`src/rtl/noc_adapter_pkg.sv`:
```
// noc_adapter_pkg: constants shared by the NoC injection and ejection adapters
package noc_adapter_pkg;
    localparam int ADAPTER_BUF_DEPTH = 2;
    localparam int AVAIL_DEASSERT_WINDOW = 2;
    typedef logic [1:0] fifo_count_t;
endpackage

```
`src/rtl/noc_adapter_fifo2.sv`:
```
// noc_adapter_fifo2: two-entry register FIFO with push/pop, occupancy count and head
module noc_adapter_fifo2
    import noc_adapter_pkg::*;
#(
    parameter int DataWidth = 64
) (
    input  logic                 clk,
    input  logic                 rst,
    input  logic                 push,
    input  logic                 pop,
    input  logic [DataWidth-1:0] wdata,
    output logic [DataWidth-1:0] head,
    output fifo_count_t          count
);
    logic [DataWidth-1:0] mem [ADAPTER_BUF_DEPTH];
    logic wr;
    logic rd;

    // storage is not reset; the count alone decides which entries are live
    always_ff @(posedge clk) begin
        if (push) mem[wr] <= wdata;
    end

    // pointers toggle between the two entries; count tracks push minus pop
    always_ff @(posedge clk) begin
        if (rst) begin
            wr    <= 1'b0;
            rd    <= 1'b0;
            count <= '0;
        end else begin
            if (push) wr <= ~wr;
            if (pop) rd <= ~rd;
            count <= count + fifo_count_t'(push) - fifo_count_t'(pop);
        end
    end

    assign head = mem[rd];
endmodule

```
`src/rtl/noc_inport_handshake_adapter.sv`:
```
// noc_inport_handshake_adapter: valid/ready stream to NoC avail/valid injection port
module noc_inport_handshake_adapter
    import noc_adapter_pkg::*;
#(
    parameter int DataWidth = 64,
    parameter int BufDepth  = ADAPTER_BUF_DEPTH
) (
    input  logic                 clk,
    input  logic                 rst,
    input  logic [DataWidth-1:0] data_i,
    input  logic                 data_valid_i,
    output logic                 ready_o,
    output logic [DataWidth-1:0] data_o,
    output logic                 data_valid_o,
    input  logic                 avail_i
);
    logic                 avail_q;
    logic                 push;
    logic                 pop;
    logic [DataWidth-1:0] head;
    fifo_count_t          count;

    assign ready_o = !rst && (count < fifo_count_t'(BufDepth));
    assign push    = data_valid_i && ready_o;
    assign pop     = avail_q && (count != '0);

    noc_adapter_fifo2 #(.DataWidth(DataWidth)) u_fifo (
        .clk   (clk),
        .rst   (rst),
        .push  (push),
        .pop   (pop),
        .wdata (data_i),
        .head  (head),
        .count (count)
    );

    // launch only on the registered avail sample, bounding valids after avail drops to two
    always_ff @(posedge clk) begin
        if (rst) begin
            avail_q      <= 1'b0;
            data_valid_o <= 1'b0;
            data_o       <= '0;
        end else begin
            avail_q      <= avail_i;
            data_valid_o <= pop;
            if (pop) data_o <= head;
        end
    end
endmodule

```
`config.mk`:
```
export PLATFORM = sky130hd
export DESIGN_NAME = noc_inport_handshake_adapter
export DESIGN_NICKNAME = d
export VERILOG_FILES = /design/src/rtl/noc_adapter_pkg.sv /design/src/rtl/noc_adapter_fifo2.sv /design/src/rtl/noc_inport_handshake_adapter.sv
export SDC_FILE = /design/constraint.sdc
export NUM_CORES = 1
export LEC_CHECK = 0
export CAP_MARGIN = 30
export CORE_ASPECT_RATIO = 1.4
export CORE_UTILIZATION = 32
export DETAILED_ROUTE_END_ITERATION = 6
export GPL_TIMING_DRIVEN = 0
export SYNTH_ARGS = -nofsm -noshare
export SYNTH_HDL_FRONTEND = slang
export SYNTH_HIERARCHICAL = 1
export SYNTH_SLANG_ARGS = --single-unit
```
`constraint.sdc`:
```
create_clock -name clk -period 5 [get_ports clk]
set_input_delay 0.5 -clock clk [delete_from_list [all_inputs] [get_ports clk]]
set_output_delay 0.5 -clock clk [all_outputs]
set_load 0.02 [all_outputs]
```
==> results by group, run 1 <==
Floorplanning
  – Die Ht: 190 um
  – Core Area: 24700 um^2
  – Chip width: 136 um
  – Die area: 25800 um^2
  – Row count: 68
  – Initial core utilization: 32.6%
  – IO Count: 134

Clock tree
  – Cts repair resizes: 0
  – CTS tree: yes
  – Clock sink count: 199
  – Clock Tree Buf Depth: 2
  – Post-CTS Setup Bufs: 0
  – Worst-skew pair later-pin latency: 0.44 ns
  – H-Tree Depth: 4
  – Root buffer cell: clkbuf_16
  – CTS buffer count: 17
  – Cts hold-fix bufs: 0
  – Reg clk slew, reported paths: 0.07 ns

Logic synthesis
  – Netlist area before placement: 8040 um^2
  – Synth Register Bits: 199
  – Avg Inst Size Synth: 16.0 um^2
  – Synth Warn #: 6
  – Synth Net Count: 573
  – Sequential element share of the synthesized area: 65.5%
  – Synth cell types: 18
  – Syn Inst Count: 503

Cells and area
  – Diode count: 0
  – Nets: 728
  – Commonest non-fill, non-tap cell in the layout: clkdlybuf4s50_1
  – Utilization after layout: 42.2%
  – Non-filler cells, final: 986
  – Proportion of layout cells with a drive suffix above 1: 17.3%
  – Design Area, Final: 10400 um^2
  – Final-layout fill cell count: 2253
  – P&R area growth vs syn: 29.3%
  – Most frequent cells in the layout: 133 x clkdlybuf4s50_1, 128 x nand2b_1, 128 x edfxtp_1

Route
  – Post-route ant nets: 0
  – Routed len/inst: 15.8 um
  – Vias: 4294
  – Drt drc: 0
  – Drt first-iter violations: 138
  – Post-Route WL: 15500 um
  – Vias per cell: 4.35
  – 1st-pass router iterations: 4

Place
  – Dpl hpwl: 11200 um
  – Placed inst area: 9850 um^2
  – Placed instance count: 954
  – I/O Buffers: 133
  – GP Congestion: 0.723

Setup path
  – Startpoint Class: input pin
  – Setup CP Type: input pin to primary output
  – CP endpoint kind: primary output
  – Worst EP arrival: 2.29 ns
  – R2R setup slack: 3.10 ns
  – Highest net fanout along the worst path: 10
  – Req. time, crit path: 4.50 ns

Timing
  – Setup Skew: 0.00931 ns
  – Slew Viols, Final: 0
  – RSZ-0062 raised after global routing: false
  – Fmax: 358 MHz
  – Minimum clock period: 2.79 ns
  – Tightest Pin Transition: 0.494 ns
  – Max_slew headroom: 67.0%
  – Setup TNS: 0 ns
  – Part of the cycle the worst path needs: 55.8%
  – Final hold vios: 0
  – Final setup viols: 0

GRT
  – Vias in the first global route: 4605
  – Grt total ovfl: 0
  – Overall global routing resource usage: 12.9%
  – Initial antenna violation count: 0
  – Pin count of the biggest net entering global routing: 41
  – First-pass GRT wire length: 24300 um

Power and ir drop
  – Internal power: 2.86 mW
  – Power Density: 365 nW/um^2
  – Tot Pwr: 3.80 mW
  – Switch Pwr: 0.932 mW
  – Leak: 3.54 nW
  – Register share of total power: 50.1%
  – Combinational share of power: 15.9%
  – Clock power share: 33.9%
  – Sw frac: 24.6%
  – VDD IR max: 0.227 mV

Run
  – Maxcap violations: 0

Outcome
  – Outcome: finished clean

Hold path
  – HP Class: register to register
synth_stat cells:
cell      count  area share [%]
nor2_1        5            0.23
dfxtp_1      71              18
nor2b_1       4            0.31
inv_1         2           0.093
buf_2         3            0.19
xnor2_1       2            0.22
mux2_2        4            0.56
mux2i_1      64             8.0
o21a_1        1           0.093
nand2b_1    128              10
edfxtp_1    128              48
ha_1          2            0.31
buf_6         6            0.84
mux2_4       60              11
xnor3_1       1            0.28
clkbuf_1     14            0.65
and2_1        2            0.16
buf_12        6             1.5
path summary, 6_finish.rpt:
check	start	end	cells after the start
worst max-delay path	rst	ready_o	4
worst min-delay path	data_o[56]$_SDFFE_PP0P_	data_o[56]$_SDFFE_PP0P_	2
worst min register to register	data_o[56]$_SDFFE_PP0P_	data_o[56]$_SDFFE_PP0P_	2
worst max register to register	u_fifo/count[1]$_SDFF_PP0_	u_fifo/count[1]$_SDFF_PP0_	8
final cells by class:
type / count / area [um^2] / share of cell area [%]
plain buffers: 29 / 255 / 2.45
repair buffers: 136 / 1400 / 13.4
multi-input cells: 273 / 2530 / 24.3
inverters: 2 / 7.51 / 0.0722
well taps: 315 / 394 / 3.79
clock inverters: 14 / 116 / 1.12
clock buffers: 18 / 439 / 4.22
flip-flops and latches: 199 / 5270 / 50.6
power by group through the flow:
stage	Combinational [mW]	Clock (mW)	Sequential, mW
2_1_floorplan	0.346	0	1.98
3_5_place_dp	0.615	0	1.94
5_1_grt	0.648	1.39	1.91
4_1_cts	0.618	1.33	1.90
3_3_place_gp	0.592	0	1.95
6_report	0.605	1.29	1.90
critical path, stage by stage:
cell and delay (ns):
clkdlybuf4s50_1 0.70, clkbuf_1 0.37, nor2_1 0.13, clkdlybuf4s50_1 0.59
per-layer routing:
layer	global-route usage (%)	routed length (um)	vias to the layer above	share of wire, %
li1	-	-	2077	-
met1	13.2	5900	2106	38
met2	24.1	8720	90	56
met3	3.04	504	21	3.2
met4	6.07	413	0	2.7
met5	0	0	-	0
through the flow:
| step | setup WS, ns | hold WS [ns] |
|---|---|---|
| after floorplan | 0.407 | 0.481 |
| after global placement | -2.06 | 0.458 |
| after detailed placement | 1.93 | 0.464 |
| after CTS | 2.11 | 0.481 |
| after global routing | 2.06 | 0.493 |
| final | 2.21 | 0.476 |
kinds of logic (layout without fill, tap and decap cells):
family	Yosys count	after routing	share of synthesized area, %
buffers and inverters	31	199	3.27
multiplexers	128	128	19.7
XOR/XNOR	3	3	0.498
flip-flops	199	199	65.5
AND/OR/NAND/NOR	139	139	10.7
AO/OA/AOI/OAI	1	1	0.0934
adder cells (fa/ha/maj)	2	2	0.311
flip-flops by register name, indices dropped and copies added, names as in the netlist, named ones only:
register      flops
data_valid_o      1
avail_q           1
u_fifo/mem      128
u_fifo/count      2
u_fifo/wr         1
u_fifo/rd         1
data_o           64
Power figures use the tool's default switching activity.
==> run 2, diff against run 1 <==
==> constraint.sdc (replaced) <==
create_clock -name clk -period 2.45 [get_ports clk]
set_input_delay 0.245 -clock clk [delete_from_list [all_inputs] [get_ports clk]]
set_output_delay 0.245 -clock clk [all_outputs]
set_load 0.02 [all_outputs]
==> results by group, run 2 (synthesis results as in run 1) <==
Outcome
  – Outcome: finished clean

Timing
  – Tightest Pin Transition: 0.478 ns
  – Final setup viols: 0
  – Slew Viols, Final: 0
  – Setup Skew: 0.00907 ns
  – Part of the cycle the worst path needs: 85.7%
  – Final hold vios: 0
  – RSZ-0062 raised after global routing: false
  – Fmax: 476 MHz
  – Minimum clock period: 2.10 ns
  – Final worst setup slack: 0.351 ns
  – Max_slew headroom: 68.1%

Cells and area
  – Proportion of layout cells with a drive suffix above 1: 17.1%
  – Commonest non-fill, non-tap cell in the layout: clkdlybuf4s50_1
  – Design Area, Final: 10400 um^2
  – Diode count: 0
  – Top reg by flops: u_fifo/mem
  – Max FFs per register: 128
  – Largest regs: u_fifo/mem: 128 flops, data_o: 64 flops, u_fifo/count: 2 flops
  – Most frequent cells in the layout: 132 x clkdlybuf4s50_1, 128 x nand2b_1, 128 x edfxtp_1
  – Nets: 729
  – P&R area growth vs syn: 29.4%

Clock tree
  – CTS tree: yes
  – Worst-skew pair later-pin latency: 0.43 ns
  – Root buffer cell: clkbuf_16
  – Reg clk slew, reported paths: 0.07 ns
  – H-Tree Depth: 4
  – Clock sink count: 199
  – CTS buffer count: 17
  – Clock Tree Buf Depth: 2

Place
  – Dpl hpwl: 10900 um
  – Placed inst area: 9850 um^2
  – GP Congestion: 0.730
  – Pre-CTS setup slack: -0.764 ns
  – I/O Buffers: 133

Floorplanning
  – Core Area: 24700 um^2
  – Initial core utilization: 32.6%
  – Chip width: 136 um
  – Die Ht: 190 um
  – Row count: 68
  – IO Count: 134
  – Die area: 25800 um^2

Setup path
  – Req. time, crit path: 2.20 ns
  – Startpoint Class: input pin
  – Setup CP Type: input pin to primary output
  – Highest net fanout along the worst path: 10
  – Worst EP arrival: 1.85 ns
  – Reg2reg start: u_fifo/count[1]$_SDFF_PP0_
  – CP endpoint kind: primary output
  – CP startpoint: rst

Route
  – Highest Signal Layer: met4
  – 1st-pass router iterations: 4
  – Drt first-iter violations: 105
  – Vias: 4230
  – Post-route ant nets: 0
  – Drt drc: 0
  – Met2 WL: 8750 um
  – Post-Route WL: 15500 um
  – Routed len/inst: 15.7 um
  – DR WL met3: 539 um
  – M1 WL: 6110 um
  – Vias per cell: 4.29

Hold path
  – Hold path startpoint: data_i[62]
  – HP Class: input pin to register

GRT
  – First-pass GRT wire length: 24300 um
  – Overall global routing resource usage: 12.9%
  – Initial antenna violation count: 0
  – Vias in the first global route: 4676
  – Pin count of the biggest net entering global routing: 47
  – Grt total ovfl: 0

Run
  – Maxcap violations: 0

Power and ir drop
  – VDD IR max: 0.457 mV
  – Leak: 3.55 nW
  – Power Density: 743 nW/um^2
-- run 2: changes by cell type in the layout (fill, tap and decap cells not counted), sizes merged --
cell,delta
buf,+1
clkdlybuf4s50,-1
clkinv,+1
inv,-4
clkinvlp,-1
dlygate4sd2,+1
clkbuf,+4
-- run 2: final cells by class --
cell class	count	area, um^2
inverter	2	7.51
fill	2281	14300
clock inverter	10	70.1
tap	315	394
clock buffer	22	485
timing repair buffer	137	1410
sequential	199	5270
multi-input combinational	273	2530
buffer	29	255
-- run 2: timing repair --
action	4_1_cts	5_1_grt
endpoints found under the setup margin	47	0
resized for setup	1	0
hold buffers	0	0
setup buffers	1	0
-- run 2: layer usage --
layer  GRT usage (%)  vias to the layer above
li1                -                     2077
met1            13.2                     2055
met2            24.5                       88
met3            3.04                       10
met4            5.21                        0
met5               0                        -
-- run 2: worst max-delay path: stages --
cell             delay, ns
dlygate4sd2_1         0.50
clkbuf_1              0.40
nor2_1                0.12
clkdlybuf4s50_1       0.58
-- run 2: path summary, 6_finish.rpt --
path,to,slack (ns),cells after the start
setup / recovery,ready_o,0.35,4
hold / removal,u_fifo/mem[0][62]$_DFFE_PP_,0.39,1
hold reg to reg,data_o[47]$_SDFFE_PP0P_,0.47,2
setup reg to reg,u_fifo/count[1]$_SDFF_PP0_,0.56,8
-- run 2: metrics by stage --
stage | hold slack (ns) | total power [mW] | TNS, ns | std cells | util [%]
3_5_place_dp | 0.465 | 5.22 | -53.47 | 954 | 39.9
2_1_floorplan | 0.317 | 4.75 | 0 | 503 | -
6_report | 0.391 | 7.74 | 0 | 987 | 42.2
3_3_place_gp | 0.457 | 5.17 | -158.49 | 951 | 39.6
4_1_cts | 0.361 | 7.86 | 0 | 987 | 42.2
5_1_grt | 0.375 | 8.07 | 0 | 987 | 42.2
-- run 2: where the power goes --
| group | switching, mW | internal [mW] | total [mW] |
|---|---|---|---|
| logic | 0.541 | 0.697 | 1.24 |
| registers | 0.0827 | 3.80 | 3.88 |
| clock network | 1.20 | 1.42 | 2.62 |
| total | 1.82 | 5.91 | 7.74 |
==> run 3, diff against run 2 <==
--- a/config.mk
+++ b/config.mk
@@ -10,6 +10,7 @@
 export CORE_UTILIZATION = 32
 export DETAILED_ROUTE_END_ITERATION = 6
 export GPL_TIMING_DRIVEN = 0
+export HOLD_SLACK_MARGIN = 0.15
 export SYNTH_ARGS = -nofsm -noshare
 export SYNTH_HDL_FRONTEND = slang
 export SYNTH_HIERARCHICAL = 1
==> results of run 3 <==
No change in the layout: final DEF, timing and power equal those of run 2.
